## src/rtl/stack_pointer_unit.sv

```systemverilog
// Down-growing stack pointer with load/pop/push/adjust, depth/empty/full decode.
// Bounds checking, sticky overflow/underflow flags and trap pulse are built only with STACK_GUARD_EN.
module stack_pointer_unit #(
  parameter int unsigned  W     = 16,
  parameter logic [W-1:0] TOP   = 16'hFFFF,
  parameter logic [W-1:0] LIMIT = 16'hFF00,
  parameter int unsigned  OFF_W = 8
) (
  input  logic             clk,
  input  logic             rst,
  input  logic             enable,
  input  logic [1:0]       sel,
  input  logic [W-1:0]     in,
  input  logic [OFF_W-1:0] offset,
  input  logic             err_clr,
  output logic [W-1:0]     out,
  output logic [W-1:0]     depth,
  output logic             empty,
  output logic             full,
  output logic             overflow,
  output logic             underflow,
  output logic             trap
);

  localparam int unsigned CW = W + 2;
  localparam logic signed [CW-1:0] ONE = CW'(1);

  logic signed [CW-1:0] cur;
  logic signed [CW-1:0] cand;
  logic [W-1:0]         nxt_out;

  // Candidate in W+2-bit signed arithmetic so carries and borrows stay visible
  always_comb begin
    cur = $signed({2'b00, out});
    case (sel)
      2'b00:   cand = $signed({2'b00, in});
      2'b01:   cand = cur + ONE;
      2'b10:   cand = cur - ONE;
      default: cand = cur + CW'($signed(offset));
    endcase
  end

  assign depth = TOP - out;
  assign empty = (out == TOP);
  assign full  = (out == LIMIT);

`ifdef STACK_GUARD_EN
  logic nxt_ovf;
  logic nxt_unf;
  logic nxt_trap;
  logic ovf_r;
  logic unf_r;
  logic trap_r;
  logic below;
  logic above;

  assign below = (cand < $signed({2'b00, LIMIT}));
  assign above = (cand > $signed({2'b00, TOP}));

  // Clear happens first so a same-cycle error leaves its flag set
  always_comb begin
    nxt_out  = out;
    nxt_ovf  = ovf_r;
    nxt_unf  = unf_r;
    nxt_trap = 1'b0;
    if (err_clr) begin
      nxt_ovf = 1'b0;
      nxt_unf = 1'b0;
    end
    if (enable) begin
      if (below) begin
        nxt_ovf  = 1'b1;
        nxt_trap = 1'b1;
      end else if (above) begin
        nxt_unf  = 1'b1;
        nxt_trap = 1'b1;
      end else begin
        nxt_out = cand[W-1:0];
      end
    end
  end

  always_ff @(posedge clk) begin
    if (rst) begin
      out    <= TOP;
      ovf_r  <= 1'b0;
      unf_r  <= 1'b0;
      trap_r <= 1'b0;
    end else begin
      out    <= nxt_out;
      ovf_r  <= nxt_ovf;
      unf_r  <= nxt_unf;
      trap_r <= nxt_trap;
    end
  end

  assign overflow  = ovf_r;
  assign underflow = unf_r;
  assign trap      = trap_r;
`else
  logic [2:0] unused_bits;

  // Unchecked build: every op wraps modulo 2^W
  always_comb begin
    nxt_out = out;
    if (enable) begin
      nxt_out = cand[W-1:0];
    end
  end

  always_ff @(posedge clk) begin
    if (rst) begin
      out <= TOP;
    end else begin
      out <= nxt_out;
    end
  end

  assign unused_bits = {err_clr, cand[CW-1:W]};
  assign overflow    = 1'b0;
  assign underflow   = 1'b0;
  assign trap        = 1'b0;
`endif

endmodule

```

## config.mk

```make
export PLATFORM = sky130hd
export DESIGN_NAME = stack_pointer_unit
export DESIGN_NICKNAME = d
export VERILOG_FILES = /design/src/rtl/stack_pointer_unit.sv
export SDC_FILE = /design/constraint.sdc
export NUM_CORES = 1
export LEC_CHECK = 0
export ABC_AREA = 1
export CORE_ASPECT_RATIO = 1.4
export CORE_MARGIN = 2
export CORE_UTILIZATION = 37
export CTS_CLUSTER_SIZE = 12
export DETAILED_ROUTE_END_ITERATION = 7
export PLACE_DENSITY_LB_ADDON = 0.25
export SETUP_SLACK_MARGIN = 0.02
export SLEW_MARGIN = 20
export SYNTH_ARGS = -nofsm -noshare
export SYNTH_HDL_FRONTEND = slang
export SYNTH_SLANG_ARGS = --single-unit
```

## constraint.sdc

```tcl
create_clock -name clk -period 3.1 [get_ports clk]
set_input_delay 0.62 -clock clk [delete_from_list [all_inputs] [get_ports clk]]
set_output_delay 0.62 -clock clk [all_outputs]
set_load 0.05 [all_outputs]
```

==> results.json, run 1 <==
{
  "status": "completed",
  "gr-total-overflow": 0,
  "slew-limit-headroom": 0.5925,
  "r2r-start": "out[1]",
  "grt_pass1_vias": 3188,
  "yosysMostFrequentCell": "nand2_1",
  "fmax_ghz": 0.3600,
  "antenna_found_initial": 0,
  "rsz0062_at_grt": "no",
  "die_area_sq_mm": 0.008332,
  "syn_avg_cell_area_sq_um": 5.664,
  "top_layer_used": "met4",
  "drc": 0,
  "worstSetupEndpoint": "out[12]",
  "wl_met2_um": 4386,
  "end_kind": "flip-flop",
  "h-tree-depth": 1,
  "core_sq_mm": 0.007361,
  "syn_to_final_growth_pct": 25.60,
  "yosys.area.top_type": "nand2_1",
  "drive_gt1_frac": 0.07971,
  "seq_area_frac_synth": 0.1138,
  "crit_path_cell_trace": "clkdlybuf4s50_1, inv_1, ha_1, buf_12, xor2_2, ha_1, inv_1, nand2_1, nand3_1, nand2_1, nand3_1, nand3_1, nand2_1, nand3_1, nand2_1, nand2_1, nand2_1, nand2_1, nand2_1",
  "ys_async_sr_fraction": 0,
  "nFillCells": 783,
  "yosys-top-cells-area": "nand2_1, dfxtp_1, nand3_1",
  "layout_setup_ws_ns": 0.3222,
  "tightest_slew_ns": 0.6112,
  "vias_per_cell": 5.143,
  "clkLatencyLatePin_ns": 0.25,
  "synth_top_flop_cell": "dfxtp_1",
  "die_w_um": 77.72,
  "yosys-top-cells-count": "nand2_1, inv_1, nand3_1",
  "nets": 605,
  "critPathLaunchType": "primary input",
  "grt_pass1_wl_um": 14880,
  "top_regs": "out (16)",
  "design_area_sq_mm": 0.003536,
  "skew_ns": 0.001514,
  "cpMaxStageDelayCell": "clkdlybuf4s50_1",
  "rrSetupSlack_ns": 0.89,
  "r2r-end": "out[14]",
  "area.sequential_sq_um": 320.3,
  "antenna_left": 0,
  "max_cap_violations": 0,
  "drt_wl_total_um": 8572,
  "arrival_ns": 2.92,
  "finalHoldViolCount": 0,
  "yosysTopAreaCellShare": 0.2000,
  "crit_required_ns": 3.24,
  "irDropWorstVdd_mv": 0.1565,
  "place_area_sq_mm": 0.003495,
  "whs_path_depth": 2,
  "finalCritPeriodShare": 0.8961,
  "startpoint": "sel[0]",
  "cts_setup_buffers": 0,
  "ys_warn_count": 0,
  "multi_input_area_sq_mm": 0.002107,
  "ctsResizeCount": 0,
  "synth.distinct_cells": 47,
  "hold_path.class": "reg2reg",
  "setup_viol_count_final": 0,
  "start_util": 0.3825,
  "cpMostUsedCell": "nand2_1",
  "rows": 37,
  "largest_register_ffs": 16,
  "firstDrtPassIters": 5,
  "chipHeight_um": 107.2,
  "regMostFlops": "out",
  "cts_buffer_depth": 2,
  "ys_ff_latch": 16,
  "cts_buffers": 3,
  "dr_total_vias": 3338,
  "tns_ns": 0,
  "worstRegToRegCells": 12,
  "synth-edff-count": 0,
  "cts_hold_buf": 0,
  "clock_sinks": 16,
  "cts_tree": "yes",
  "hp-start": "out[15]",
  "min_period_ns": 2.778,
  "synthCells": 497,
  "grt_max_degree": 19,
  "crit_type": "in2reg",
  "p_per_area_mw_per_mm2": 363.9,
  "place_ws_ns": 0.07845,
  "path_clk_slew_ns": 0.06,
  "power_mw": 1.287,
  "crit_fanout": 13,
  "syn-cell-area_sq_mm": 0.002815,
  "io_buffers": 62,
  "drtIter0Drc": 229,
  "gp_congestion": 0.9396,
  "grtUsageTotal": 0.2157,
  "wl_per_cell_um": 13.21,
  "wl_met3_um": 256,
  "p_leak_nw": 1.803,
  "dpl.hpwl_um": 7066,
  "cts-root-buf": "clkbuf_8",
  "io_pins": 67,
  "antennaDiodeCount": 0,
  "wl_met1_um": 3744,
  "critPathMaxStageDelay_ns": 0.48,
  "maxSlewViolCount": 0
}
-- how the worst min path moves through the flow --
stage	end
after floorplan	out[0]
after global placement	out[15]
after detailed placement	out[15]
after CTS	out[15]
after global routing	out[15]
final	out[15]
-- report_power, final --
part	switching, mW	internal (mW)
Sequential	0.0493	0.227
Combinational	0.548	0.310
Clock	0.0668	0.0861
Total	0.664	0.623
-- kinds of logic (layout without fill, tap and decap cells) --
logic type,Yosys count,count (layout),share of synthesized area
buf+inv,89,142,0.1404
flops,16,16,0.1138
simple gates,268,268,0.4280
xor+xnor,11,11,0.03956
other cells,1,3,0.001332
compound gates,91,91,0.1809
fa+ha+maj,21,21,0.09600
-- critical path: cells and delay by family --
family / cells / cell delay, ns
AND/OR/NAND/NOR: 12 / 1.02
adder cells (fa/ha/maj): 2 / 0.39
XOR/XNOR: 1 / 0.14
buffers and inverters: 4 / 0.75
-- through the flow --
stage | hold slack, ns | instances | utilization
2_1_floorplan | 0.7197 | 499 | -
4_1_cts | 0.6204 | 649 | 0.4804
5_1_grt | 0.6584 | 649 | 0.4804
6_report | 0.6181 | 649 | 0.4804
3_3_place_gp | 0.6067 | 646 | 0.4748
3_5_place_dp | 0.6021 | 646 | 0.4748
-- final cells by class --
cell class                 instances  area share
multi-input combinational        394      0.5959
timing repair buffer              69      0.1925
sequential                        16     0.09059
inverter                          70     0.07502
tap                               97     0.03432
clock buffer                       3     0.01168
-- per-layer routing --
| layer | vias to the layer above | track usage |
|---|---|---|
| met5 | - | 0 |
| met4 | 0 | 0.07270 |
| met3 | 15 | 0.01178 |
| met2 | 81 | 0.3929 |
| met1 | 1516 | 0.2667 |
| li1 | 1726 | - |
-- cells in the final DEF, fill, tap and decap left out, types with 3 or more instances in the layout --
cell / Yosys / layout
xor2_1: 5 / 5
o21bai_1: 4 / 4
clkbuf_8: 0 / 3
inv_1: 66 / 66
a21oi_1: 48 / 48
xnor2_1: 4 / 4
nand2_1: 150 / 150
nor2_1: 22 / 22
clkdlybuf4s50_1: 0 / 60
conb_1: 1 / 3
o21ai_0: 13 / 13
or2_2: 3 / 3
nand2_4: 4 / 4
buf_4: 3 / 8
o21ai_1: 9 / 9
nand4_1: 10 / 10
dfxtp_1: 16 / 16
nor3_1: 4 / 4
ha_1: 20 / 20
o211ai_1: 5 / 5
nand2_2: 15 / 15
a31oi_1: 3 / 3
nand3_1: 51 / 51
(Power assumes the default switching activity.)
==> run 2, diff against run 1 <==
Settings changed: CAP_MARGIN set to 20.
==> results of run 2 <==
Same layout as run 1: the final DEF is identical, and so are final timing and power.
==> run 3, diff against run 2 <==
Clock period 3.1 ns to 2.8 ns, I/O delays scaled along.
==> run 3 against run 2 <==
  * Clock power up 32%
  * First-iteration DRC count is 18% lower
  * Sequential power is 11% higher
  * Final cell count is 5.2% higher
  * Non-clock buffer count rose by 33
  * Critical path type unchanged
  * Sequential share of layout area is 0.68 points lower
  * Register-to-register slack worse by 0.28 ns
  * Flip-flop and latch count stayed put
  * Via count rose by 2.2%
  * Worst hold slack better by 0.0018 ns
  * Clock-buffer cell count is 1 higher
  * Largest power group unchanged
==> results.json, run 3 (synthesis gave the netlist of run 1 again) <==
{
  "finalHoldViolCount": 0,
  "h-tree-depth": 1,
  "met1_usage": 0.2631,
  "finalCritPeriodShare": 0.9104,
  "gr-total-overflow": 0,
  "comb_power_share": 0.670,
  "regMostFlops": "out",
  "crit_type": "in2reg",
  "io_pins": 67,
  "rows": 37,
  "use_met2": 0.4089,
  "fmax_ghz": 0.3923,
  "antennaDiodeCount": 0,
  "drc": 0,
  "end_kind": "flip-flop",
  "crit_required_ns": 2.94,
  "start_util": 0.3825,
  "irDropWorstVdd_mv": 0.2171,
  "nFillCells": 771,
  "mostFrequentLayoutCell": "nand2_1",
  "die_area_sq_mm": 0.008332,
  "drive_gt1_frac": 0.1416,
  "antenna_left": 0,
  "place_area_sq_mm": 0.003735,
  "max_cap_violations": 0,
  "largest_register_ffs": 16,
  "cts_tree": "yes",
  "clock_sinks": 16,
  "die_w_um": 77.72,
  "arrival_ns": 2.69,
  "pwr-share-seq": 0.199,
  "path_clk_slew_ns": 0.06,
  "crit_fanout": 18,
  "final_cell_mix": "nand2_1, inv_1, clkdlybuf4s50_1, nand3_1, a21oi_1",
  "use_met3": 0.005051,
  "grtUsageTotal": 0.2157,
  "min_period_ns": 2.549,
  "tightest_slew_ns": 0.5950,
  "timing.hold.ws_ns": 0.6199,
  "drt_wl_total_um": 8663,
  "grt_pass1_wl_um": 14990,
  "clkPwrFrac": 0.131,
  "drtIter0Drc": 187,
  "critPathLaunchType": "primary input",
  "rsz0062_at_grt": "no",
  "nets": 638,
  "p_leak_nw": 1.969,
  "status": "completed",
  "slew-limit-headroom": 0.6033,
  "design_area_sq_mm": 0.003822,
  "p_int_mw": 0.7844,
  "p_switching_mw": 0.7556,
  "grt_max_degree": 19,
  "top_regs": "out (16)",
  "skew_ns": 0.004189,
  "cts_buffers": 3,
  "chipHeight_um": 107.2,
  "p_sw_frac": 0.4906,
  "wl_per_cell_um": 12.68,
  "hold_path.class": "reg2reg",
  "vias_per_cell": 4.996,
  "grt_pass1_vias": 3271,
  "grt.busiest_layer": "met2",
  "dr_total_vias": 3412,
  "dpl.hpwl_um": 7263,
  "gp_congestion": 0.9430,
  "io_buffers": 62,
  "cts_buffer_depth": 2,
  "antenna_found_initial": 0,
  "setup_viol_count_final": 0,
  "core_sq_mm": 0.007361,
  "clkLatencyLatePin_ns": 0.25,
  "power_mw": 1.540,
  "firstDrtPassIters": 4,
  "syn_to_final_growth_pct": 35.78,
  "p_per_area_mw_per_mm2": 402.9,
  "maxSlewViolCount": 0,
  "cts-root-buf": "clkbuf_8"
}
## run 3: worst max-delay path, stage by stage
cell	delay [ns]
clkdlybuf4s50_1	0.47
inv_1	0.06
ha_2	0.20
buf_6	0.14
buf_12	0.15
nand2_2	0.07
inv_1	0.06
nor2_2	0.15
nand2_2	0.11
nor3_4	0.18
and2_1	0.14
nand2_1	0.07
nand2_1	0.06
nand2_1	0.05
nand3_1	0.07
nand2_1	0.06
nand2_1	0.06
nand2_1	0.04
## run 3: final cells by class
cell class              count  area, sq um  area share
clock buffers               4        55.05     0.01440
repair buffers            102        932.1      0.2439
well taps                  97        121.4     0.03175
multi-input cells         394         2126      0.5561
flip-flops and latches     16        320.3     0.08380
inverters                  70        267.8     0.07005
## run 3: power by group through the flow
stage	clock network, mW	logic, mW	registers, mW
final	0.202	1.03	0.306
after global routing	0.212	1.14	0.311
after CTS	0.205	1.02	0.305
after detailed placement	0	1.02	0.310
after global placement	0	1.01	0.310
after floorplan	0	0.618	0.370
## run 3: final timing paths
kind         startpoint       to  slack [ns]  depth (start not counted)
max              sel[0]  out[15]        0.25                         18
max reg2reg      out[1]  out[14]        0.61                         12
min             out[15]  out[15]        0.62                          2
min reg2reg     out[15]  out[15]        0.62                          2
## run 3: repair_timing
action                                  4_1_cts  5_1_grt
buffers inserted                              0        1
hold buffers                                  0        0
endpoints found under the setup margin        0        7
gates resized for setup                       0        8
## run 3: routing by layer
layer,vias up,part of all wire
li1,1796,-
met1,1549,0.43
met2,63,0.53
met3,4,0.034
met4,0,0.0085
met5,-,0
## run 3: per-stage QoR
| stage | util | TNS [ns] | instances | setup slack [ns] |
|---|---|---|---|---|
| 2_1_floorplan | - | -0.7445 | 499 | -0.3722 |
| 3_3_place_gp | 0.5074 | -0.1052 | 678 | -0.05664 |
| 3_5_place_dp | 0.5074 | -0.2638 | 678 | -0.08250 |
| 4_1_cts | 0.5149 | 0 | 682 | 0.1748 |
| 5_1_grt | 0.5193 | 0 | 683 | 0.03038 |
| 6_report | 0.5193 | 0 | 683 | 0.2509 |
